File: src/rtl/alu_share_arbiter.sv
`default_nettype none
// ============================================================================
//  Module   : alu_share_arbiter
//  Purpose  : Time-shares one combinational ALU between two requesters.
//             Port 0 is the fetch/execute path, port 1 the address/aux path.
//             A request is granted round-robin, its operands are registered
//             onto the ALU and held for EXEC_CYCLES cycles, then C/D/flags
//             are captured and returned over a valid/ready response.
//             The architectural flag register (psr_flags) is refreshed at
//             every capture.
//  Ports    : clk, reset                   - clock, synchronous active-high reset
//             req_valid/ready/op/a/b _0/_1 - request handshakes and operands
//             rsp_valid/ready _0/_1        - per-port response handshakes
//             rsp_c, rsp_d, rsp_flags      - captured result, shared by ports
//             psr_flags                    - architectural {Low, Negative, Zero}
//             alu_a, alu_b, alu_op         - registered ALU inputs
//             alu_c, alu_d, alu_low/neg/zero - ALU results
//             busy                         - high whenever not idle
//  Revision : 1.0 - initial release
// ============================================================================
module alu_share_arbiter #(
    parameter int WIDTH       = 16,
    parameter int EXEC_CYCLES = 1
) (
    input  logic             clk,
    input  logic             reset,
    input  logic             req_valid_0,
    input  logic             req_valid_1,
    output logic             req_ready_0,
    output logic             req_ready_1,
    input  logic [3:0]       req_op_0,
    input  logic [3:0]       req_op_1,
    input  logic [WIDTH-1:0] req_a_0,
    input  logic [WIDTH-1:0] req_a_1,
    input  logic [WIDTH-1:0] req_b_0,
    input  logic [WIDTH-1:0] req_b_1,
    output logic             rsp_valid_0,
    output logic             rsp_valid_1,
    input  logic             rsp_ready_0,
    input  logic             rsp_ready_1,
    output logic [WIDTH-1:0] rsp_c,
    output logic [WIDTH-1:0] rsp_d,
    output logic [2:0]       rsp_flags,
    output logic [2:0]       psr_flags,
    output logic [WIDTH-1:0] alu_a,
    output logic [WIDTH-1:0] alu_b,
    output logic [3:0]       alu_op,
    input  logic [WIDTH-1:0] alu_c,
    input  logic [WIDTH-1:0] alu_d,
    input  logic             alu_low,
    input  logic             alu_neg,
    input  logic             alu_zero,
    output logic             busy
);

    localparam logic [1:0] S_IDLE = 2'd0;
    localparam logic [1:0] S_EXEC = 2'd1;
    localparam logic [1:0] S_RESP = 2'd2;

    // Counter is loaded with EXEC_CYCLES-1 and capture happens when it is 0,
    // so the operands sit on the ALU for exactly EXEC_CYCLES cycles.
    localparam logic [3:0] C_CNT_LOAD = 4'(EXEC_CYCLES - 1);

    logic [1:0] r_state;
    logic [3:0] r_cnt;
    logic       r_port;        // port owning the op in flight
    logic       r_last_grant;  // port served most recently (1 after reset)

    logic w_idle;
    logic w_grant_0;
    logic w_grant_1;
    logic w_rsp_ack;

    assign w_idle = (r_state == S_IDLE);

    // On a tie the port that was not served last wins.
    assign w_grant_0 = req_valid_0 && (!req_valid_1 || r_last_grant);
    assign w_grant_1 = req_valid_1 && (!req_valid_0 || !r_last_grant);

    assign req_ready_0 = w_idle && w_grant_0;
    assign req_ready_1 = w_idle && w_grant_1;

    assign rsp_valid_0 = (r_state == S_RESP) && !r_port;
    assign rsp_valid_1 = (r_state == S_RESP) &&  r_port;

    // Only the owning port's ready can complete the response.
    assign w_rsp_ack = r_port ? rsp_ready_1 : rsp_ready_0;

    assign busy = !w_idle;

    always_ff @(posedge clk) begin
        if (reset) begin
            r_state      <= S_IDLE;
            r_cnt        <= 4'd0;
            r_port       <= 1'b0;
            r_last_grant <= 1'b1;
            alu_a        <= '0;
            alu_b        <= '0;
            alu_op       <= 4'd0;
            rsp_c        <= '0;
            rsp_d        <= '0;
            rsp_flags    <= 3'd0;
            psr_flags    <= 3'd0;
        end else begin
            case (r_state)
                S_IDLE: begin
                    if (req_ready_0 || req_ready_1) begin
                        alu_op  <= req_ready_1 ? req_op_1 : req_op_0;
                        alu_a   <= req_ready_1 ? req_a_1  : req_a_0;
                        alu_b   <= req_ready_1 ? req_b_1  : req_b_0;
                        r_port  <= req_ready_1;
                        r_cnt   <= C_CNT_LOAD;
                        r_state <= S_EXEC;
                    end
                end
                S_EXEC: begin
                    if (r_cnt != 4'd0) begin
                        r_cnt <= r_cnt - 4'd1;
                    end else begin
                        rsp_c     <= alu_c;
                        rsp_d     <= alu_d;
                        rsp_flags <= {alu_low, alu_neg, alu_zero};
                        psr_flags <= {alu_low, alu_neg, alu_zero};
                        r_state   <= S_RESP;
                    end
                end
                S_RESP: begin
                    if (w_rsp_ack) begin
                        r_last_grant <= r_port;
                        r_state      <= S_IDLE;
                    end
                end
                default: begin
                    r_state <= S_IDLE;
                end
            endcase
        end
    end

endmodule
`default_nettype wire

File: config.mk
export PLATFORM = sky130hd
export DESIGN_NAME = alu_share_arbiter
export DESIGN_NICKNAME = d
export VERILOG_FILES = /design/src/rtl/alu_share_arbiter.sv
export SDC_FILE = /design/constraint.sdc
export NUM_CORES = 1
export LEC_CHECK = 0
export CORE_ASPECT_RATIO = 2
export CORE_MARGIN = 2
export CORE_UTILIZATION = 38
export CTS_CLUSTER_DIAMETER = 150
export DETAILED_ROUTE_END_ITERATION = 7
export HOLD_SLACK_MARGIN = 0.08
export PLACE_DENSITY = 0.78
export SKIP_CTS_REPAIR_TIMING = 1
export SLEW_MARGIN = 10
export SYNTH_ARGS = -nofsm -noshare
export SYNTH_HDL_FRONTEND = slang
export SYNTH_SLANG_ARGS = --single-unit
export TNS_END_PERCENT = 100
File: constraint.sdc
create_clock -name clk -period 3.8 [get_ports clk]
set_clock_uncertainty 0.1 [all_clocks]
set_input_delay 1.14 -clock clk [delete_from_list [all_inputs] [get_ports clk]]
set_output_delay 1.14 -clock clk [all_outputs]
set_load 0.02 [all_outputs]
==> results of run 1 <==
-- worst max path at each step --
| stage | to | slack, ns | depth (start not counted) |
|---|---|---|---|
| 2_1_floorplan | req_ready_1 | 0.55 | 3 |
| 3_3_place_gp | req_ready_1 | -0.1 | 4 |
| 3_5_place_dp | req_ready_1 | -0.13 | 4 |
| 4_1_cts | req_ready_1 | -0.13 | 4 |
| 5_1_grt | req_ready_1 | 0.19 | 4 |
| 6_report | req_ready_1 | 0.24 | 4 |
-- sequential cells by signal, indices dropped and copies added, names as in the netlist --
register and cells:
r_last_grant 1, rsp_c 16, r_cnt 4, r_state 2, alu_b 16, alu_a 16
psr_flags 3, r_port 1, rsp_d 16, alu_op 4
-- power breakdown --
part,internal (mW),switching (mW)
clock network,0.527,0.333
registers,0.921,0.0533
logic,0.375,0.430
total,1.82,0.816
-- stage by stage --
step,power (mW),TNS (ns),worst slack [ns],instance area [um2]
after detailed placement,1.80,-0.128,-0.128,5510
after CTS,2.67,-0.127,-0.127,5810
final,2.64,0,0.243,5820
after global routing,2.76,0,0.189,5820
after floorplan,1.41,0,0.555,3610
after global placement,1.78,-0.0982,-0.0982,5510
-- cell usage in the layout, fill, tap and decap left out, types with 3 or more instances in the layout --
cell             instances
clkbuf_16                9
a311oi_1                36
clkdlybuf4s50_1        188
dfxtp_1                 79
nand3_1                 36
nor2b_1                  3
a21oi_1                 76
nand4_1                 36
o21ai_0                 15
buf_4                   14
o21ai_1                 57
o221ai_1                 3
inv_1                    3
-- worst max-delay path: stages --
cell             delay, ns
clkdlybuf4s50_1       0.43
a211o_2               0.35
nor2_1                0.14
dlymetal6s2s_1        0.25
-- layer usage --
layer	global-route usage	vias to the layer above	part of all wire
li1	-	1973	-
met1	0.272	1980	0.37
met2	0.445	190	0.54
met3	0.0476	29	0.054
met4	0.106	0	0.032
met5	0	-	0
-- cells by family (layout without fill, tap and decap cells) --
kind of cell	Yosys count	count (layout)	synth area share
multiplexers	1	1	0.00277
AO/OA/AOI/OAI	196	196	0.322
AND/OR/NAND/NOR	92	92	0.150
flip-flops	79	79	0.438
buffers and inverters	62	227	0.0807
adder cells (fa/ha/maj)	2	2	0.00693
-- final cells by class --
cell class	instances	area, um2	share of cell area
timing repair buffer	206	2040	0.350
clock inverter	5	57.6	0.00989
sequential	79	1580	0.272
clock buffer	11	243	0.0417
multi-input combinational	291	1750	0.301
tap	104	130	0.0224
inverter	5	18.8	0.00323
==> impl_metrics.ini, run 1 <==
[run_status]
status = finished clean

[finish]
final_util = 0.624
stdcell_count = 701
nets = 707
syn2layout_area_growth_pct = 61.2
fill_cells = 833
drive_above_1_share = 0.0670
diodes = 0

[worst_setup_path]
r2r-end = alu_b[0]
reg2reg_depth = 6
crit_type = in -> out
start_kind = primary input
crit_path_end_kind = output pin
ff2ff_setup_slack_ns = 1.84
required_ns = 2.56
rr_startpoint = r_state[1]
crit_start = req_valid_0
worstPathArrival_ns = 2.32
path_max_fanout = 2

[clock_tree]
htreeDepth = 3
clk_pin_slew_worst_paths_ns = 0.06
cts_sinks = 79
root_buffer = clkbuf_16
clock_path_buffers = 2
worstSkewPairLatency_ns = 0.33
cts_tree = done
cts_inserted_buffers = 9

[logic_synthesis]
synth_flop_cell = dfxtp_1
syn_nets = 547
ys_seq_area_frac = 0.438
netlist_top_cells_area = dfxtp_1 (44%), a21oi_1 (11%), a311oi_1 (8.7%)
syn_inst = 432
yosysUniqueCellTypes = 37
synth_top_area_share = 0.438
synth_top_area_cell = dfxtp_1
synth_edf_count = 0
async_reset_ff_frac = 0
synth_commonest_cells = dfxtp_1 (79), a21oi_1 (76), o21ai_1 (57)
synth_area_mm2 = 0.00361
ys_warn_count = 0
avgSynthCellArea_um2 = 8.36
ys_ff_latch = 79
synth_most_common_cell = dfxtp_1

[floorplanning]
dieWidth_um = 72.9
io-pin-count = 192
core_area_mm2 = 0.00932
die_h_um = 142
die_area_mm2 = 0.0103
start_util = 0.387
rows = 50

[placement]
finalWeightedCongestion = 0.808
port-buffer-count = 191
dpl.cell_count = 685
dpl.hpwl_mm = 8.86

[sta]
worst_pin_slew_ns = 0.772
hold_violations = 0
period_needed_ns = 3.56
finalMaxSlewViolations = 0
fin_crit_sh = 0.936
setup_viol = 0
rsz0062_at_grt = false
hold-worst-slack_ns = 0.379
fmax_ghz = 0.281
slew_headroom = 0.485

[route]
ant_nets = 0
via_count = 4172
post-route-drc-count = 0
drt-pass1-iter-count = 4
routed_wl_mm = 12.9
drt_iter0_drc = 309
wl_per_cell_um = 18.5
vias_per_cell = 5.95

[global_routing]
grt_pass1_vias = 4133
overflow = 0
grt_max_degree = 44
groute.usage.overall = 0.247
antenna_found_initial = 0
grt_pass1_wl_mm = 20.1

[worst_hold_path]
min_path_cells = 2
min_from = rsp_c[11]
hold_end = rsp_c[11]
worstHoldPathType = reg -> reg

[power]
leakagePower_nw = 2.03
peakVddDrop_mv = 0.273
p_per_area_mw_per_mm2 = 453

[job]
cap_violations = 0
(Power assumes the default switching activity.)
==> inputs of run 2 (changes only) <==
==> constraint.sdc (replaced) <==
create_clock -name clk -period 3.8 [get_ports clk]
set_clock_uncertainty 0.1 [all_clocks]
set_input_delay 0.57 -clock clk [delete_from_list [all_inputs] [get_ports clk]]
set_output_delay 0.57 -clock clk [all_outputs]
set_load 0.02 [all_outputs]
==> run 2 against run 1 <==
Compared with the run above:
- worst setup slack improved by 0.65 ns
- sequential power about the same
- hold slack got worse by 0.0025 ns
- largest power group unchanged
- clock power rose by 9.7%
- critical endpoint unchanged
- maximum frequency rose by 22%
- largest cell class unchanged
- via count is 0.60% lower
- first-iteration DRC count shrank 10%
- core utilization decreased by 0.094 points
==> impl_metrics.ini, run 2 (synthesized netlist as in run 1, its figures left out) <==
[sta]
setup_viol = 0
fmax_ghz = 0.344
slew_headroom = 0.387
worst_pin_slew_ns = 0.918
fin_crit_sh = 0.765
finalMaxSlewViolations = 0
totalNegativeSetupSlack_ns = 0
rsz0062_at_grt = false
period_needed_ns = 2.91
hold_violations = 0

[floorplanning]
dieWidth_um = 72.9
die_h_um = 142
io-pin-count = 192
rows = 50
core_area_mm2 = 0.00932
start_util = 0.387
die_area_mm2 = 0.0103

[worst_setup_path]
slowest_delay_ns = 0.64
required_ns = 3.13
start_kind = primary input
path_max_fanout = 6
critical_path.most_common_cell = clkdlybuf4s50_1
cp_cell_sequence = clkdlybuf4s50_1 -> a211o_2 -> nor2_1 -> clkdlybuf4s50_1
crit_slowest_cell = clkdlybuf4s50_1
worstPathArrival_ns = 2.24
crit_path_end_kind = output pin
crit_type = in -> out

[worst_hold_path]
worstHoldPathType = reg -> reg

[finish]
final_util = 0.623
diodes = 0
layout.cells.most_common = clkdlybuf4s50_1
stdcell_count = 697
regArea_mm2 = 0.00158
nets = 704
syn2layout_area_growth_pct = 60.9
multiInputGateArea_mm2 = 0.00175
drive_above_1_share = 0.0624
fill_cells = 844
layout_common_cells = clkdlybuf4s50_1 (190), dfxtp_1 (79), a21oi_1 (76), o21ai_1 (57)

[route]
ant_nets = 0
vias_per_cell = 5.95
routed_wl_mm = 12.7
via_count = 4147
post-route-drc-count = 0
drt_iter0_drc = 278
wl_per_cell_um = 18.2
drt-pass1-iter-count = 5

[clock_tree]
cts_inserted_buffers = 9
worstSkewPairLatency_ns = 0.33
clk_pin_slew_worst_paths_ns = 0.06
cts_tree = done
cts_sinks = 79
clock_path_buffers = 2
htreeDepth = 3
root_buffer = clkbuf_16

[global_routing]
grt_max_degree = 44
grt_pass1_wl_mm = 19.5
grt_pass1_vias = 3959
overflow = 0
groute.usage.overall = 0.239
antenna_found_initial = 0

[placement]
dpl.cell_count = 682
dpl.hpwl_mm = 8.84
finalWeightedCongestion = 0.787
port-buffer-count = 191

[power]
peakVddDrop_mv = 0.253
leakagePower_nw = 2.00
p_per_area_mw_per_mm2 = 466

[run_status]
status = finished clean

[job]
cap_violations = 0
## run 2: cell count changes in the layout (fill, tap and decap cells not counted)
cell and change:
clkbuf_8 +2, buf_12 -1, bufinv_16 +1, clkinv_4 -2
buf_4 -2, clkdlybuf4s50_1 +2, clkbuf_1 -1, clkinv_2 -1
dlymetal6s2s_1 -2
## run 2: path summary, 6_finish.rpt
| path | cells past startpoint | slack [ns] | start | to |
|---|---|---|---|---|
| setup / recovery | 4 | 0.89 | req_valid_0 | req_ready_1 |
| hold / removal | 2 | 0.38 | rsp_c[11] | rsp_c[11] |
| setup reg to reg | 4 | 1.33 | r_state[1] | alu_b[9] |
| hold reg to reg | 2 | 0.38 | rsp_c[11] | rsp_c[11] |
## run 2: routing by layer
layer / vias up / global-route usage / part of all wire
li1: 1963 / - / -
met1: 1964 / 0.250 / 0.36
met2: 188 / 0.442 / 0.55
met3: 32 / 0.0469 / 0.059
met4: 0 / 0.107 / 0.031
met5: - / 0 / 0
## run 2: report_power, final
part	switching [mW]	total [mW]	leakage, nW	internal, mW
Clock	0.318	0.942	0.165	0.624
Combinational	0.424	0.791	1.19	0.367
Sequential	0.0548	0.976	0.650	0.921
## run 2: cell type report
| class | instances | area share |
|---|---|---|
| Clock buffer | 12 | 0.0459 |
| Multi-Input combinational cell | 291 | 0.301 |
| Tap cell | 104 | 0.0224 |
| Sequential cell | 79 | 0.272 |
| Clock inverter | 3 | 0.0112 |
| Timing Repair Buffer | 203 | 0.344 |
| Inverter | 5 | 0.00323 |
## run 2: metrics by stage
stage | hold slack [ns] | area (um2) | worst slack, ns | power, mW
6_report | 0.376 | 5810 | 0.894 | 2.71
5_1_grt | 0.398 | 5810 | 0.840 | 2.82
4_1_cts | 0.378 | 5810 | 0.899 | 2.73
3_5_place_dp | 0.370 | 5480 | 0.909 | 1.78
3_3_place_gp | 0.362 | 5480 | 0.934 | 1.76
2_1_floorplan | 0.362 | 3610 | 1.69 | 1.41
## run 2: critical path: cells and delay by family
family,cells,cell delay (ns)
simple gates,1,0.13
compound gates,1,0.39
buf+inv,2,1.15
==> inputs of run 3 (changes only) <==
--- a/config.mk
+++ b/config.mk
@@ -7,7 +7,7 @@
 export LEC_CHECK = 0
 export CORE_ASPECT_RATIO = 2
 export CORE_MARGIN = 2
-export CORE_UTILIZATION = 38
+export CORE_UTILIZATION = 36
 export CTS_CLUSTER_DIAMETER = 150
 export DETAILED_ROUTE_END_ITERATION = 7
 export HOLD_SLACK_MARGIN = 0.08
==> constraint.sdc (replaced) <==
create_clock -name clk -period 2.4 [get_ports clk]
set_clock_uncertainty 0.1 [all_clocks]
set_input_delay 0.36 -clock clk [delete_from_list [all_inputs] [get_ports clk]]
set_output_delay 0.36 -clock clk [all_outputs]
set_load 0.02 [all_outputs]
==> run 3 against run 2 <==
Compared with the run above:
- non-clock buffer count increased by 4
- global-route usage decreased by 1.9 points
- sequential share of layout area decreased by 0.33 points
- core utilization decreased by 2.0 points
- first-iteration DRC count decreased by 22%
- critical path depth decreased by 1
- via count decreased by 0.72%
- flip-flop and latch count unchanged
- combinational power increased by 59%
- cell count increased by 4.7%
- design area increased by 1.3%
- wire length decreased by 3.8%
- largest cell class unchanged
==> impl_metrics.ini, run 3 (synthesized netlist as in run 1, its figures left out) <==
[sta]
layout_setup_ws_ns = 0.102
period_needed_ns = 2.30
finalMaxSlewViolations = 0
slew_headroom = 0.589
rsz0062_at_grt = false
totalNegativeSetupSlack_ns = 0
fmax_ghz = 0.435
setup_viol = 0
worst_pin_slew_ns = 0.616
hold_violations = 0
fin_crit_sh = 0.958
hold-worst-slack_ns = 0.380

[finish]
layout_common_cells = clkdlybuf4s50_1 (189), dfxtp_1 (78), a21oi_1 (76), o21ai_1 (57)
drive_above_1_share = 0.0736
layout.cells.most_common = clkdlybuf4s50_1
final_util = 0.603
fill_cells = 882
diodes = 0
syn2layout_area_growth_pct = 63.0
stdcell_count = 730
nets = 708

[global_routing]
grt_pass1_vias = 4045
antenna_found_initial = 0
grt_max_degree = 65
overflow = 0
groute.usage.overall = 0.220
grt_pass1_wl_mm = 19.4

[job]
cap_violations = 0

[placement]
port-buffer-count = 191
dpl.hpwl_mm = 8.75
post-place-ws_ns = 0.00679
dpl.cell_count = 714
finalWeightedCongestion = 0.847

[worst_hold_path]
worstHoldPathType = reg -> reg

[clock_tree]
root_buffer = clkbuf_16
clock_path_buffers = 2
worstSkewPairLatency_ns = 0.33
htreeDepth = 3
cts_inserted_buffers = 9
clk_pin_slew_worst_paths_ns = 0.06
cts_tree = done
cts_sinks = 79

[floorplanning]
start_util = 0.370
core_area_mm2 = 0.00976
die_h_um = 146
io-pin-count = 192
die_area_mm2 = 0.0109
rows = 51
dieWidth_um = 74.8

[route]
drt-pass1-iter-count = 5
via_count = 4117
vias_per_cell = 5.64
ant_nets = 0
routed_wl_mm = 12.2
post-route-drc-count = 0
drt_iter0_drc = 218
wl_per_cell_um = 16.7

[run_status]
status = finished clean

[worst_setup_path]
start_kind = flip-flop
required_ns = 1.94
crit_type = reg -> out
crit_path_end_kind = output pin
worstPathArrival_ns = 1.84
path_max_fanout = 13

[power]
peakVddDrop_mv = 0.419
p_per_area_mw_per_mm2 = 716
leakagePower_nw = 2.03
==> run 3: cell types whose count changed in the layout (fill, tap and decap cells not counted), moves of 2 or more <==
cell,change
buf_12,+2
buf_4,+2
clkbuf_8,-3
inv_6,+3
inv_8,+2
==> run 3: path summary, 6_finish.rpt <==
| check | slack (ns) | cells past startpoint | from | to |
|---|---|---|---|---|
| hold / removal | 0.38 | 2 | rsp_d[15] | rsp_d[15] |
| setup / recovery | 0.10 | 3 | r_state[0] | req_ready_0 |
| setup reg to reg | 0.47 | 4 | r_state[0] | alu_a[12] |
| hold reg to reg | 0.38 | 2 | rsp_d[15] | rsp_d[15] |
==> run 3: power breakdown <==
group / internal [mW] / switching [mW]
Clock: 0.831 / 0.577
Combinational: 0.598 / 0.667
Sequential: 1.46 / 0.0855
==> run 3: layout make-up <==
| class | instances | area [um2] | area share |
|---|---|---|---|
| Multi-Input combinational cell | 291 | 1750 | 0.298 |
| Inverter | 5 | 18.8 | 0.00319 |
| Clock buffer | 9 | 225 | 0.0383 |
| Tap cell | 132 | 165 | 0.0281 |
| Clock inverter | 7 | 86.3 | 0.0147 |
| Timing Repair Buffer | 207 | 2050 | 0.349 |
| Sequential cell | 79 | 1580 | 0.269 |
==> run 3: worst max-delay path: stages (launching register included) <==
cell and delay, ns:
dfxtp_1 0.38, nor2_4 0.29, o211a_1 0.23, clkdlybuf4s50_1 0.61
==> run 3: stage by stage <==
stage / power, mW / instance area (um2)
2_1_floorplan: 2.23 / 3610
3_3_place_gp: 2.81 / 5570
3_5_place_dp: 2.84 / 5570
4_1_cts: 4.26 / 5880
5_1_grt: 4.41 / 5890
6_report: 4.22 / 5890
==> run 3: layer usage <==
metal  global-route usage  wire, um
met1                0.241      4610
met2                0.397      6530
met3               0.0429       776
met4               0.0848       297
met5                    0         0
